### config.mk
export PLATFORM = sky130hd
export DESIGN_NAME = score_tracker
export DESIGN_NICKNAME = d
export VERILOG_FILES = /design/src/rtl/flappy_pkg.sv /design/src/rtl/bcd_add_sat.sv /design/src/rtl/score_tracker.sv
export SDC_FILE = /design/constraint.sdc
export NUM_CORES = 1
export LEC_CHECK = 0
export CAP_MARGIN = 20
export CORE_AREA = 2 2 69 71
export DETAILED_ROUTE_END_ITERATION = 8
export DIE_AREA = 0 0 71 73
export PLACE_DENSITY = 0.83
export SLEW_MARGIN = 20
export SYNTH_ARGS = -nofsm -noshare
export SYNTH_HDL_FRONTEND = slang
export SYNTH_SLANG_ARGS = --single-unit
### constraint.sdc
create_clock -name Clk -period 10.4 [get_ports Clk]
set_input_delay 1.04 -clock Clk [delete_from_list [all_inputs] [get_ports Clk]]
set_output_delay 1.04 -clock Clk [all_outputs]
set_load 0.005 [all_outputs]
### src/rtl/flappy_pkg.sv
// Shared types and constants for the flappy game score path.
package flappy_pkg;

    typedef enum logic [1:0] {
        IDLE    = 2'd0,
        PLAYING = 2'd1,
        DEAD    = 2'd2
    } game_state_e;

    typedef logic [3:0] bcd_digit_t;

    localparam logic [9:0] BIRD_X_DEFAULT = 10'd200;

    // Per-cycle pass count is at most four channels, so three bits suffice.
    localparam int PASS_CNT_W = 3;

endpackage

### src/rtl/bcd_add_sat.sv
// Combinational DIGITS-digit BCD plus small binary increment, saturating at all nines.
module bcd_add_sat
    import flappy_pkg::*;
#(
    parameter int DIGITS = 3,
    parameter int INC_W  = PASS_CNT_W
) (
    input  logic [4*DIGITS-1:0] a,
    input  logic [INC_W-1:0]    inc,
    output logic [4*DIGITS-1:0] sum
);

    logic [4*DIGITS-1:0] raw;
    logic [INC_W-1:0]    carry;
    logic [4:0]          dsum;
    bcd_digit_t          digit;

    // The increment enters as the carry into digit 0; after that the carry is 0 or 1.
    always_comb begin
        raw   = '0;
        carry = inc;
        dsum  = '0;
        digit = '0;
        for (int d = 0; d < DIGITS; d++) begin
            dsum = {1'b0, a[4*d +: 4]} + 5'(carry);
            if (dsum >= 5'd10) begin
                digit = 4'(dsum - 5'd10);
                carry = INC_W'(1);
            end else begin
                digit = dsum[3:0];
                carry = '0;
            end
            raw[4*d +: 4] = digit;
        end
        sum = (carry != '0) ? {DIGITS{4'h9}} : raw;
    end

endmodule

### src/rtl/score_tracker.sv
// Flappy score tracker: counts pipe crossings past the bird in saturating BCD.
// Optional high-score register enabled by defining SCORE_TRACKER_HISCORE_EN.
//
// state   | meaning
// IDLE    | after reset, waiting for game_start
// PLAYING | game running, pipe crossings add to the score
// DEAD    | bird hit something, score frozen until game_start
module score_tracker
    import flappy_pkg::*;
#(
    parameter int                  NUM_PIPES    = 2,
    parameter int                  PIPE_X_W     = 10,
    parameter int                  SCORE_DIGITS = 3,
    parameter logic [PIPE_X_W-1:0] BIRD_X       = PIPE_X_W'(BIRD_X_DEFAULT)
) (
    input  logic                               Clk,
    input  logic                               Reset_n,
    input  logic                               game_start,
    input  logic                               bird_killed,
    input  logic [NUM_PIPES-1:0]               pipe_valid,
    input  logic [NUM_PIPES-1:0][PIPE_X_W-1:0] pipe_x,
    output logic [4*SCORE_DIGITS-1:0]          score_bcd,
    output logic [4*SCORE_DIGITS-1:0]          high_score_bcd,
    output logic                               score_pulse,
    output logic                               new_high,
    output logic [1:0]                         state_o
);

    localparam int SW = 4*SCORE_DIGITS;

    game_state_e                        state;
    logic [NUM_PIPES-1:0][PIPE_X_W-1:0] prev_x;
    logic [NUM_PIPES-1:0]               prev_valid;
    logic [NUM_PIPES-1:0]               pass;
    logic [PASS_CNT_W-1:0]              pass_cnt;
    logic [SW-1:0]                      score_sum;
    logic [SW-1:0]                      score_next;
    logic                               enter_play;
    logic                               die;

    // A pipe that appears already left of the bird was never seen crossing,
    // so a pass also needs the channel to have been valid last cycle.
    always_comb begin
        pass     = '0;
        pass_cnt = '0;
        for (int i = 0; i < NUM_PIPES; i++) begin
            pass[i]  = (state == PLAYING) && pipe_valid[i] && prev_valid[i] &&
                       (prev_x[i] > BIRD_X) && (pipe_x[i] <= BIRD_X);
            pass_cnt = pass_cnt + PASS_CNT_W'(pass[i]);
        end
    end

    bcd_add_sat #(
        .DIGITS (SCORE_DIGITS),
        .INC_W  (PASS_CNT_W)
    ) u_add (
        .a   (score_bcd),
        .inc (pass_cnt),
        .sum (score_sum)
    );

    always_comb begin
        enter_play = game_start && (state != PLAYING);
        die        = bird_killed && (state == PLAYING);
        score_next = score_bcd;
        if (enter_play) begin
            score_next = '0;
        end else if ((state == PLAYING) && !bird_killed) begin
            score_next = score_sum;
        end
    end

    always_ff @(posedge Clk or negedge Reset_n) begin
        if (!Reset_n) begin
            state       <= IDLE;
            score_bcd   <= '0;
            score_pulse <= 1'b0;
            prev_x      <= '1;
            prev_valid  <= '0;
        end else begin
            for (int i = 0; i < NUM_PIPES; i++) begin
                prev_x[i] <= pipe_valid[i] ? pipe_x[i] : '1;
            end
            prev_valid  <= pipe_valid;
            score_bcd   <= score_next;
            score_pulse <= (score_next != score_bcd);
            case (state)
                IDLE:    if (game_start)  state <= PLAYING;
                PLAYING: if (bird_killed) state <= DEAD;
                DEAD:    if (game_start)  state <= PLAYING;
                default: state <= IDLE;
            endcase
        end
    end

    assign state_o = state;

`ifdef SCORE_TRACKER_HISCORE_EN
    logic [SW-1:0] high_q;
    logic          new_high_q;

    // BCD digits order the same way as binary, so a plain compare ranks scores.
    always_ff @(posedge Clk or negedge Reset_n) begin
        if (!Reset_n) begin
            high_q     <= '0;
            new_high_q <= 1'b0;
        end else if (enter_play) begin
            new_high_q <= 1'b0;
        end else if (die && (score_bcd > high_q)) begin
            high_q     <= score_bcd;
            new_high_q <= 1'b1;
        end
    end

    assign high_score_bcd = high_q;
    assign new_high       = new_high_q;
`else
    assign high_score_bcd = '0;
    assign new_high       = 1'b0;
`endif

endmodule

; ---- Yosys cells after proc, flatten, opt, wreduce, memory -nomap -nowiden
; Index checks and enable logic that the tools add are counted.
[totals]
ff_bits = 37
in_bits = 26
output_inout_bits = 28
word_cells = 55
[classes]
add_sub_neg = 7
n_lt_le_gt_ge = 7
n_eq_ne = 6
muxes = 14
n_reduce_logical = 15
[op_table]
columns = cell, n
row1 = 2-to-1 mux 12 bit, 3
row2 = "greater-than comparator 10 x 8 -> 1 bit, second input constant", 2
row3 = "less-or-equal comparator 10 x 8 -> 1 bit, second input constant", 2
row4 = 2-to-1 mux 10 bit, 2
row5 = "greater-or-equal comparator 5 x 4 -> 1 bit, second input constant", 3
row6 = 2-to-1 mux 4 bit, 3
row7 = inequality test 12 bit, 1
row8 = "subtractor 4 bit, second input constant", 3
row9 = adder 4 x 1 -> 5 bit, 2
row10 = logical AND 1 bit, 10
row11 = adder 4 x 2 -> 5 bit, 1
row12 = 2-to-1 mux 2 bit, 2
row13 = "inequality test 2 x 1 -> 1 bit, second input constant", 2
row14 = case mux 2 bit (2 select lines), 1
row15 = 2-to-1 mux 1 bit, 3
row16 = nonzero test 3 bit, 1
row17 = adder 1 x 1 -> 2 bit, 1
row18 = "equality test 2 x 1 -> 1 bit, second input constant", 1
row19 = "equality test 2 bit, second input constant", 1
row20 = logical NOT 2 bit, 1
row21 = "inequality test 2 bit, second input constant", 1
row22 = AND reduction 2 bit, 1
row23 = OR reduction 2 bit, 1
row24 = logical NOT 1 bit, 1

; ---- Depth between registers and ports, before layout
; Gate-level depths: netlist of the first run.
[depth]
word_depth = 20
depth_mapped = 29
ltp_nobuf = 29

; ---- Cells and area by module
; Synthesis of the first run repeated with hierarchy kept, for this count alone.
[hier_totals]
hier_cells = 230
area_unflattened_um2 = 2253.4
[by_module_without_submodules]
columns = mod, instances, cells_per_inst, area_per_inst_um2, seq_area_each_um2
row1 = score_tracker, 1, 157, 1710.4, 950.9
row2 = bcd_add_sat, 1, 73, 543.0, 0.0

; ---- Least setup slack after synthesis of the first run
; OpenSTA, ideal clock, no wires.
[synth_path]
path_type = in2reg
startpoint = in pipe_x[0] (netlist name)
endpoint = reg score_pulse
setup_ns = 0.140
t_arrival_ns = 6.681
required_ns = 10.260
setup_slack_ns = 3.579
stages = 28
cell_sequence = o31a_1 -> o311ai_0 -> o311ai_0 -> fa_1 -> inv_1 -> ha_1 -> xnor2_1 -> ha_1 -> a21oi_1 -> a221oi_4 -> inv_1 -> ha_1 -> ha_1 -> xnor2_1 -> ha_1 -> a21boi_0 -> o41a_1 -> o22a_1 -> inv_1 -> ha_1 -> ha_1 -> mux2i_1 -> a221o_1 -> or3_1 -> o21ai_1 -> a31oi_1 -> nor4_1 -> o211ai_1
[synth_between]
elab_chain_len = 17
word_cells_on_any_way = 23
cone_classes = add/sub (7) / order compare (4) / eq/ne (1) / mux (9) / reduce/logical (2)
[synth_lines]
columns = item, line_no
row1 = start: declaration, score_tracker.sv:21  ; input logic [NUM_PIPES-1:0][PIPE_X_W-1:0] pipe_x,
row2 = less-or-equal comparator 10 x 8 -> 1 bit (*), score_tracker.sv:48  ; (prev_x[i] > BIRD_X) && (pipe_x[i] <= BIRD_X);
row3 = logical AND 1 bit (*), score_tracker.sv:48
row4 = adder 1 x 1 -> 2 bit (*), score_tracker.sv:49  ; pass_cnt = pass_cnt + PASS_CNT_W'(pass[i]);
row5 = adder 4 x 2 -> 5 bit (*), bcd_add_sat.sv:25  ; dsum = {1'b0, a[4*d +: 4]} + 5'(carry);
row6 = greater-or-equal comparator 5 x 4 -> 1 bit, bcd_add_sat.sv:26  ; if (dsum >= 5'd10) begin
row7 = 2-to-1 mux 1 bit, bcd_add_sat.sv:26
row8 = adder 4 x 1 -> 5 bit, bcd_add_sat.sv:25
row9 = greater-or-equal comparator 5 x 4 -> 1 bit, bcd_add_sat.sv:26
row10 = 2-to-1 mux 1 bit, bcd_add_sat.sv:26
row11 = adder 4 x 1 -> 5 bit, bcd_add_sat.sv:25
row12 = greater-or-equal comparator 5 x 4 -> 1 bit, bcd_add_sat.sv:26
row13 = 2-to-1 mux 1 bit, bcd_add_sat.sv:26
row14 = nonzero test 3 bit, bcd_add_sat.sv:35  ; sum = (carry != '0) ? {DIGITS{4'h9}} : raw;
row15 = 2-to-1 mux 12 bit (*), bcd_add_sat.sv:35
row16 = 2-to-1 mux 12 bit (*), score_tracker.sv:68  ; end else if ((state == PLAYING) && !bird_killed) begin
row17 = 2-to-1 mux 12 bit (*), score_tracker.sv:66  ; if (enter_play) begin
row18 = inequality test 12 bit (*), score_tracker.sv:86  ; score_pulse <= (score_next != score_bcd);
row19 = end signal: assignment, score_tracker.sv:86
row20 = end: declaration, score_tracker.sv:24  ; output logic score_pulse,
; Mark *: on every way between the ends. The rest lies on a longest branch, timed or not.
; A chain may end at the register's enable or synchronous reset.

; ---- Worst setup path after layout of the first run
[layout_path]
startpoint = in pipe_x[10] (netlist name)
endpoint = reg score_pulse
; The elaborated chain is that of the path after synthesis.

==> run metrics, run 1 <==
maximum number of pins on one net before global-route repair 38; share of final-layout standard cells stronger than drive strength 1 14.1%; area of the mapped netlist 2310 sq um; capturing element type of the critical path flip-flop; Max Buffers Root-to-Sink 2; via count of the first global-routing pass around 1800; Post-Synthesis Cells 238; area grow syn2layout 21.2%; Reg2Reg Launch Point state_o[1]; top cell family by delay on the critical path compound AO/OA/AOI/OAI gates; Max-Cap Viols 0; number of top-level pins 54; Async S/R FF share, synth 100%; width of the die 71 um; pwr dens around 130 nW/um^2; DR vias between 1500 and 2000; cell leakage power 1.10 nW; first-pass iteration count of the detailed router 4; number of clock sinks 37; cts-stage hold buffer count 0; Peak Freq roughly 0.12 GHz; number of antenna violations at the first check in global routing 0; Arrival @ worst endpoint approximately 8200 ps; Design Area, Final approximately 2800 sq um; critical path launch point pipe_x[10]; biggest area consumer among synthesized cells dfstp_2; count of antenna-violating nets left after detailed routing 0; source of the worst hold timing path state_o[0]; Avg Inst Size Synth 9.70 sq um; Die Height 73 um; Total Die Area 5180 sq um; final core utilization 61.7%; CP peak stage delay around 510 ps; WP data required 10550 ps; status finished clean; clk root buf clkbuf_8; endpoint of the most critical register-to-register path score_pulse; total of flip-flops plus latches after synthesis 37; area share of the largest cell type after synthesis 22.8%; Num CTS Buffers 5; flop2flop setup slack 3200 ps; Final nets 310; Hold WS 522 ps; pin slew with the least headroom to its limit 777 ps; RSZ-0062 raised after global routing false; max-slew violations 0; WP buf/inv 4; worst vdd rail ir drop 0.0000719 V; setup TNS 0 ps; Final Setup Violations 0; count of input and output buffers 40; CTS H-Tree Depth 2; clock slew at the register clock pins of the worst setup and hold paths 80 ps; master of the slowest instance on the critical path a221oi_4; total placed instance area approximately 2700 sq um; clock insertion delay at the later pin of the skew report 290 ps; detailed-placement wirelength estimate 3.64 mm; Iter 0 DRT Violations roughly 170; Initial Util 50.9%; routed wirelength normalized by instance count 15.0 um; number of inserted filler cells in the final layout 387; leading register cell type out of synthesis dfstp_2; Area contributors post-synth dfstp_2, dfrtp_1, nand2b_1; wirelength, routed 4.96 mm; Remaining Overflow, GRT 0; critical path class input pin to flip-flop; final critical delay including setup and external delays 8060 ps; distinct cell type count of the synthesized netlist 57; type of element launching the critical path input pin; worst-case headroom to the max-slew limit slightly below 50%; clock tree from TritonCTS done; depth of the most critical reg-to-reg path 28; floorplan core area 4540 sq um; Worst path most repeated cell ha_1; diode count 0; wire length of the first global-routing pass 8.39 mm; routability cong. 0.927; number of cells traversed by the worst hold path 1; Max FO, Critical Path 8; number of DRC violations after detailed routing 0; total global routing track utilization 20.4%; end of the worst hold path state_o[1]; type of the tightest min-delay check flip-flop to flip-flop; final hold violation count 0; sequential share of the synthesized area approximately two fifths; via count normalized by instance count 5.88; clk_skew 6.49 ps; Setup Buffers After CTS 0; total number of yosys warnings 0; number of standard-cell rows in the floorplan 25; final clock period utilization by the worst path 77.5%; number of enable flip-flop cells after synthesis 0; post-cts resize count 0
synth_stat cells, types with 4 or more instances:
library cell	n
buf_4	13
and2_1	4
clkbuf_1	4
nor2_1	15
nand2b_1	22
o31a_1	4
o221ai_1	4
a31oi_1	7
dfstp_2	20
nand2_1	13
xnor2_1	4
ha_1	7
a21oi_1	7
nor4_1	4
nor3_1	6
o21ai_0	11
o311ai_0	4
dfrtp_1	17
inv_1	13
layout make-up:
class                      count  area (sq um)  share of cell area, %
multi-input combinational    178          1200                   43.0
sequential                    37           951                   34.0
tap                           54          67.6                   2.41
timing repair buffer          41           408                   14.6
clock buffer                   6          82.6                   2.95
clock inverter                 2          37.5                   1.34
inverter                      13          48.8                   1.74
worst max path at each step:
stage                       end  slack [ps]  cells after the start
floorplan           score_pulse        3580                     28
global placement    score_pulse        2480                     30
detailed placement  score_pulse        2130                     29
CTS                 score_pulse        2410                     29
global route        score_pulse        1780                     30
finish              score_pulse        2340                     29
cells in the final DEF, fill, tap and decap left out, types with 6 or more instances in the layout:
master	netlist	routed
clkdlybuf4s50_1	0	40
dfstp_2	20	20
a21oi_1	7	7
conb_1	1	13
nand2_1	13	13
o21ai_0	11	11
dfrtp_1	17	17
nand2b_1	22	22
a31oi_1	7	7
clkbuf_8	0	6
nor2_1	15	15
inv_1	13	13
nor3_1	6	6
ha_1	7	7
worst register-to-register path, delay by kind of cell, from the launching register on:
family,cells,cell delay [ps]
AND/OR/NAND/NOR,4,980
flip-flops,1,400
multiplexers,1,220
XOR/XNOR,2,380
AO/OA/AOI/OAI,10,2580
buffers and inverters,3,210
adder cells (fa/ha/maj),8,2280
per-layer routing:
layer	track usage (%)	wire length, um	share of wire, %
met5	0	0	0
met4	6.29	93	1.9
met3	4.28	349	7.0
met2	34.5	2490	50
met1	26.4	2030	41
cell families (layout without fill, tap and decap cells):
| family | count (synthesis) | in the layout | share of synthesized area [%] |
|---|---|---|---|
| simple gates | 80 | 80 | 18.9 |
| mux | 2 | 2 | 0.867 |
| compound gates | 70 | 70 | 23.8 |
| other cells | 1 | 13 | 0.162 |
| fa+ha+maj | 8 | 8 | 4.66 |
| buf+inv | 35 | 62 | 8.61 |
| xor+xnor | 5 | 5 | 1.90 |
| flops | 37 | 37 | 41.2 |
where the power goes:
part           leakage (nW)  switching (mW)  internal, mW  total (mW)
Combinational         0.605          0.0323        0.0297      0.0620
Sequential            0.440         0.00569         0.155       0.161
Clock                0.0574          0.0525        0.0779       0.130
state kept, by name, indices dropped and copies added (netlist names):
register / flops
prev_x: 20
score_bcd: 12
prev_valid: 2
state_o: 2
score_pulse: 1
per-stage QoR:
step	total power [mW]	setup WS [ps]	cells
final	0.353	2340	331
after global routing	0.371	1780	331
after CTS	0.356	2410	331
after detailed placement	0.225	2130	323
after global placement	0.224	2480	323
after floorplan	0.198	3580	250
Note: power is estimated with default switching activity, not from simulation.
==> run 2, diff against run 1 <==
Settings changed: CORE_AREA 2 2 69 71 to 2 2 71 73, DIE_AREA 0 0 71 73 to 0 0 73 75, PLACE_DENSITY 0.83 to 0.79.
Clock period 10.4 ns to 7.85 ns, I/O delays scaled along.
==> run metrics, run 2 (same netlist as run 1, synthesis figures left out) <==
status finished clean; clk_skew 7.90 ps (+1.41 ps); area occupied by multi-input gates 1210 sq um (+0.52%); Max FO, Critical Path 8 (unchanged); Place WS 52.6 ps (-2080 ps); via count normalized by instance count 5.84 (-0.53%); combinational power share 18.9% (+1.4 points); Worst path most repeated cell ha_1; Final Setup Violations 0 (unchanged); number of standard-cell rows in the floorplan 25 (unchanged); switch share 27.5% (+1.8 points); Largest register FFs 20 (unchanged); cts-stage hold buffer count 0 (unchanged); number of antenna violations at the first check in global routing 0 (unchanged); clk root buf clkbuf_8; worst-case headroom to the max-slew limit 44.6% (-3.5 points); Final nets 314 (+1.3%); clock slew at the register clock pins of the worst setup and hold paths 80 ps (about the same); area grow syn2layout 22.2%; WP data required 8020 ps (-2530 ps); detailed-placement wirelength estimate 3.74 mm (+3.0%); Num CTS Buffers 5 (unchanged); met1 WL 2.14 mm (+5.2%); Iter 0 DRT Violations 283 (+70%); clock insertion delay at the later pin of the skew report 290 ps (about the same); Remaining Overflow, GRT 0 (unchanged); maximum number of pins on one net before global-route repair 38 (unchanged); fin worst setup slack 603 ps (-1730 ps); number of clock sinks 37 (unchanged); final critical delay including setup and external delays just over 7000 ps; routed wirelength normalized by instance count 15.2 um (+1.2%); top routing layer used met4; RSZ-0062 raised after global routing false; most common cell after layout, fill and taps aside clkdlybuf4s50_1; Die Height 75 um (+2.7%); number of inserted filler cells in the final layout 388 (+0.26%); share of power burned in the clock network 33.8% (-3.1 points); Hold WS 523 ps (+1.42 ps); critical path class input pin to flip-flop; CP peak stage delay 450 ps (-60 ps); pwr dens 160 nW/um^2 (+27%); pin slew with the least headroom to its limit 828 ps (+51.9 ps); total design power 452 uW (+28%); net load switching power 124 uW (+37%); final hold violation count 0 (unchanged); Arrival @ worst endpoint 7420 ps (-800 ps); wirelength, routed 5.08 mm (+2.4%); total global routing track utilization 19.9% (-0.52 points); top register by number of flip-flops prev_x; max-slew violations 0 (unchanged); number of DRC violations after detailed routing 0 (unchanged); Max Buffers Root-to-Sink 2 (unchanged); DR vias 1958 (+0.67%); CTS H-Tree Depth 2 (unchanged); top cell family by delay on the critical path compound AO/OA/AOI/OAI gates; registers with the most flip-flops prev_x (20), score_bcd (12); met2 routed WL 2.45 mm (-1.6%); diode count 0 (unchanged); Peak Freq roughly 0.14 GHz; WP buf/inv 4 (unchanged); floorplan core area 4660 sq um (+2.8%); count of antenna-violating nets left after detailed routing 0 (unchanged); flop2flop setup slack 1050 ps (-2150 ps); master of the slowest instance on the critical path a221o_2; type of element launching the critical path input pin; cell leakage power 1.12 nW (+1.3%); capturing element type of the critical path flip-flop; final clock period utilization by the worst path 92.3%; commonest cells after routing, fill and taps aside clkdlybuf4s50_1, nand2b_1, dfstp_2; Total Die Area 5480 sq um (+5.6%); share of final-layout standard cells stronger than drive strength 1 16.0% (+1.9 points); via count of the first global-routing pass 1832 (-0.22%); Initial Util 49.6% (-1.4 points); routability cong. 0.964 (+4.0%); Internal Power 328 uW (+25%); first-pass iteration count of the detailed router 6 (+2); type of the tightest min-delay check flip-flop to flip-flop; FF+latch area 951 sq um (unchanged); width of the die 73 um (+2.8%); count of input and output buffers 40 (unchanged); Max-Cap Viols 0 (unchanged); setup TNS 0 ps (unchanged); clock tree from TritonCTS done; sequential share of power 47.3% (+1.8 points); number of top-level pins 54 (unchanged); wire length of the first global-routing pass 8.42 mm (+0.41%); met3 routed wirelength 392 um (+12%); worst vdd rail ir drop 0.000111 V (+54%)
run 2: cell count changes in the layout (fill, tap and decap cells not counted), moves of 2 or more:
cell	before	now
buf_4	1	5
ha_2	0	2
o311ai_1	0	4
ha_1	7	5
o311ai_0	4	0
run 2: timing repair:
item                                    4_1_cts  5_1_grt
gates resized for setup                       0        7
buffers inserted                              0        2
endpoints found under the setup margin        0        1
run 2: layout make-up:
type / instances / area share (%)
multi-input cells: 178 / 42.9
clock buffers: 7 / 3.46
repair buffers: 45 / 15.5
well taps: 54 / 2.39
flip-flops and latches: 37 / 33.7
clock inverters: 1 / 0.310
inverters: 13 / 1.73
run 2: routing by layer:
metal,track usage [%],vias up
li1,-,927
met1,26.8,922
met2,31.7,95
met3,4.95,14
met4,5.97,0
met5,0,-
run 2: per-stage QoR:
| step | instances | area (sq um) | utilization (%) |
|---|---|---|---|
| floorplan | 250 | 2350 | - |
| global placement | 325 | 2700 | 57.8 |
| detailed placement | 325 | 2700 | 57.8 |
| CTS | 333 | 2800 | 60.1 |
| global route | 335 | 2820 | 60.6 |
| finish | 335 | 2820 | 60.6 |
run 2: path summary, 6_finish.rpt:
| path | from | endpoint | cells past startpoint |
|---|---|---|---|
| max | pipe_x[10] | score_pulse | 30 |
| min | state_o[0] | state_o[1] | 1 |
| max reg2reg | state_o[1] | score_pulse | 29 |
| min reg2reg | state_o[0] | state_o[1] | 1 |
| max in group asynchronous | Reset_n | prev_x[12] | 2 |
| min in group asynchronous | Reset_n | state_o[1] | 2 |
run 2: power by group through the flow:
stage | clock (mW) | sequential (mW) | combinational (mW)
2_1_floorplan | 0 | 0.215 | 0.0477
3_3_place_gp | 0 | 0.216 | 0.0827
3_5_place_dp | 0 | 0.217 | 0.0834
4_1_cts | 0.153 | 0.213 | 0.0846
5_1_grt | 0.163 | 0.215 | 0.0945
6_report | 0.153 | 0.214 | 0.0856
==> run 3, diff against run 2 <==
Settings changed: CORE_AREA 2 2 71 73 to 2 2 70 72, CTS_BUF_LIST set to sky130_fd_sc_hd__clkbuf_4 sky130_fd_sc_hd__clkbuf_8, DIE_AREA 0 0 73 75 to 0 0 72 74, PLACE_DENSITY 0.79 to 0.81, REMOVE_ABC_BUFFERS set to 1.
==> run metrics, run 3 (same netlist as run 1, synthesis figures left out) <==
status finished clean; Num CTS Buffers 5 (unchanged); diode count 0 (unchanged); Arrival @ worst endpoint 7510 ps (+90 ps); area occupied by multi-input gates 1210 sq um (-0.21%); CP peak stage delay 450 ps (about the same); number of top-level pins 54 (unchanged); floorplan core area 4600 sq um (-1.3%); maximum number of pins on one net before global-route repair 38 (unchanged); clock insertion delay at the later pin of the skew report 290 ps (about the same); number of standard-cell rows in the floorplan 25 (unchanged); Peak Freq 0.136 GHz (-1.5%); number of DRC violations after detailed routing 0 (unchanged); total design power 470 uW (+3.8%); setup TNS 0 ps (unchanged); Worst path most repeated cell ha_1; area grow syn2layout 23.3%; pin slew with the least headroom to its limit 865 ps (+36.6 ps); max-slew violations 0 (unchanged); cts-stage hold buffer count 0 (unchanged); RSZ-0062 raised after global routing false; most common cell after layout, fill and taps aside clkdlybuf4s50_1; Total Die Area 5330 sq um (-2.7%); via count of the first global-routing pass 1862 (+1.6%); width of the die 72 um (-1.4%); via count normalized by instance count 5.85 (about the same); cell leakage power 1.13 nW (+1.3%); Final Setup Violations 0 (unchanged); worst-case headroom to the max-slew limit 42.1% (-2.5 points); routed wirelength normalized by instance count 15.0 um (-1.4%); Max FO, Critical Path 8 (unchanged); routability cong. 0.927 (-3.8%); wire length of the first global-routing pass 8.51 mm (+0.99%); wirelength, routed 5.04 mm (-0.83%); pwr dens 165 nW/um^2 (+2.9%); top register by number of flip-flops prev_x; detailed-placement wirelength estimate 3.72 mm (-0.64%); share of final-layout standard cells stronger than drive strength 1 16.3% (+0.24 points); commonest cells after routing, fill and taps aside clkdlybuf4s50_1, nand2b_1, dfstp_2; fin worst setup slack 489 ps (-114 ps); count of antenna-violating nets left after detailed routing 0 (unchanged); total global routing track utilization 20.6% (+0.79 points); clk_skew 5.76 ps (-2.13 ps); count of input and output buffers 40 (unchanged); clock slew at the register clock pins of the worst setup and hold paths 80 ps (about the same); Hold WS 551 ps (+27.6 ps); clock tree from TritonCTS done; Iter 0 DRT Violations 152 (-46%); number of inserted filler cells in the final layout 387 (-0.26%); final hold violation count 0 (unchanged); Max Buffers Root-to-Sink 2 (unchanged); worst vdd rail ir drop 0.000115 V (+4.2%); Final nets 316 (+0.64%); type of the tightest min-delay check flip-flop to flip-flop; Largest register FFs 20 (unchanged); capturing element type of the critical path flip-flop; Place WS 23.6 ps (-28.9 ps); DR vias 1970 (+0.61%); WP data required 8000 ps (-20 ps); critical path class input pin to flip-flop; CTS H-Tree Depth 2 (unchanged); first-pass iteration count of the detailed router 4 (-2); Max-Cap Viols 0 (unchanged); Remaining Overflow, GRT 0 (unchanged); Die Height 74 um (-1.3%); number of antenna violations at the first check in global routing 0 (unchanged); FF+latch area 951 sq um (unchanged); Initial Util 50.2% (+0.67 points); final critical delay including setup and external delays 7360 ps (+114 ps); final clock period utilization by the worst path 93.8% (+1.4 points); master of the slowest instance on the critical path fa_1; type of element launching the critical path input pin; number of clock sinks 37 (unchanged); clk root buf clkbuf_8; registers with the most flip-flops prev_x (20), score_bcd (12)
==> run 3: worst max-delay path: cells and delay by family <==
kind / cells / cell delay (ps)
compound gates: 12 / 2520
fa+ha+maj: 8 / 2240
xor+xnor: 2 / 380
mux: 1 / 220
buf+inv: 4 / 620
simple gates: 3 / 760
==> run 3: routing by layer <==
metal	GRT usage (%)	share of wire, %
met5	0	0
met2	32.8	47
met3	6.64	8.6
met4	7.97	1.9
met1	26.5	42
==> run 3: area by class of cell <==
class                           count  share of cell area, %
Tap cell                           54                   2.37
Multi-Input combinational cell    178                   42.4
Sequential cell                    37                   33.4
Timing Repair Buffer               47                   15.9
Inverter                           13                   1.71
Clock inverter                      2                   1.32
Clock buffer                        6                   2.90
==> run 3: timing repair <==
| action | CTS | global route |
|---|---|---|
| setup endpoints to repair | 0 | 1 |
| buffers inserted | 0 | 4 |
| hold endpoints to repair | 0 | 0 |
| gates resized for setup | 0 | 4 |
==> run 3: final timing paths <==
path,to,cells after the start,startpoint,slack (ps)
max,score_pulse,30,pipe_x[0],490
min,state_o[1],1,state_o[0],550
max reg2reg,score_pulse,29,state_o[1],920
min reg2reg,state_o[1],1,state_o[0],550
max in group asynchronous,prev_x[11],2,Reset_n,6590
min in group asynchronous,score_bcd[6],2,Reset_n,920
==> run 3: stage by stage <==
stage / area, sq um / std cells / util, %
2_1_floorplan: 2200 / 228 / -
3_3_place_gp: 2700 / 325 / 58.6
3_5_place_dp: 2700 / 325 / 58.6
4_1_cts: 2820 / 333 / 61.2
5_1_grt: 2850 / 337 / 62.0
6_report: 2850 / 337 / 62.0
==> run 3: power breakdown <==
part | switching, mW | internal (mW)
sequential | 0.00783 | 0.205
combinational | 0.0439 | 0.0401
clock | 0.0692 | 0.103
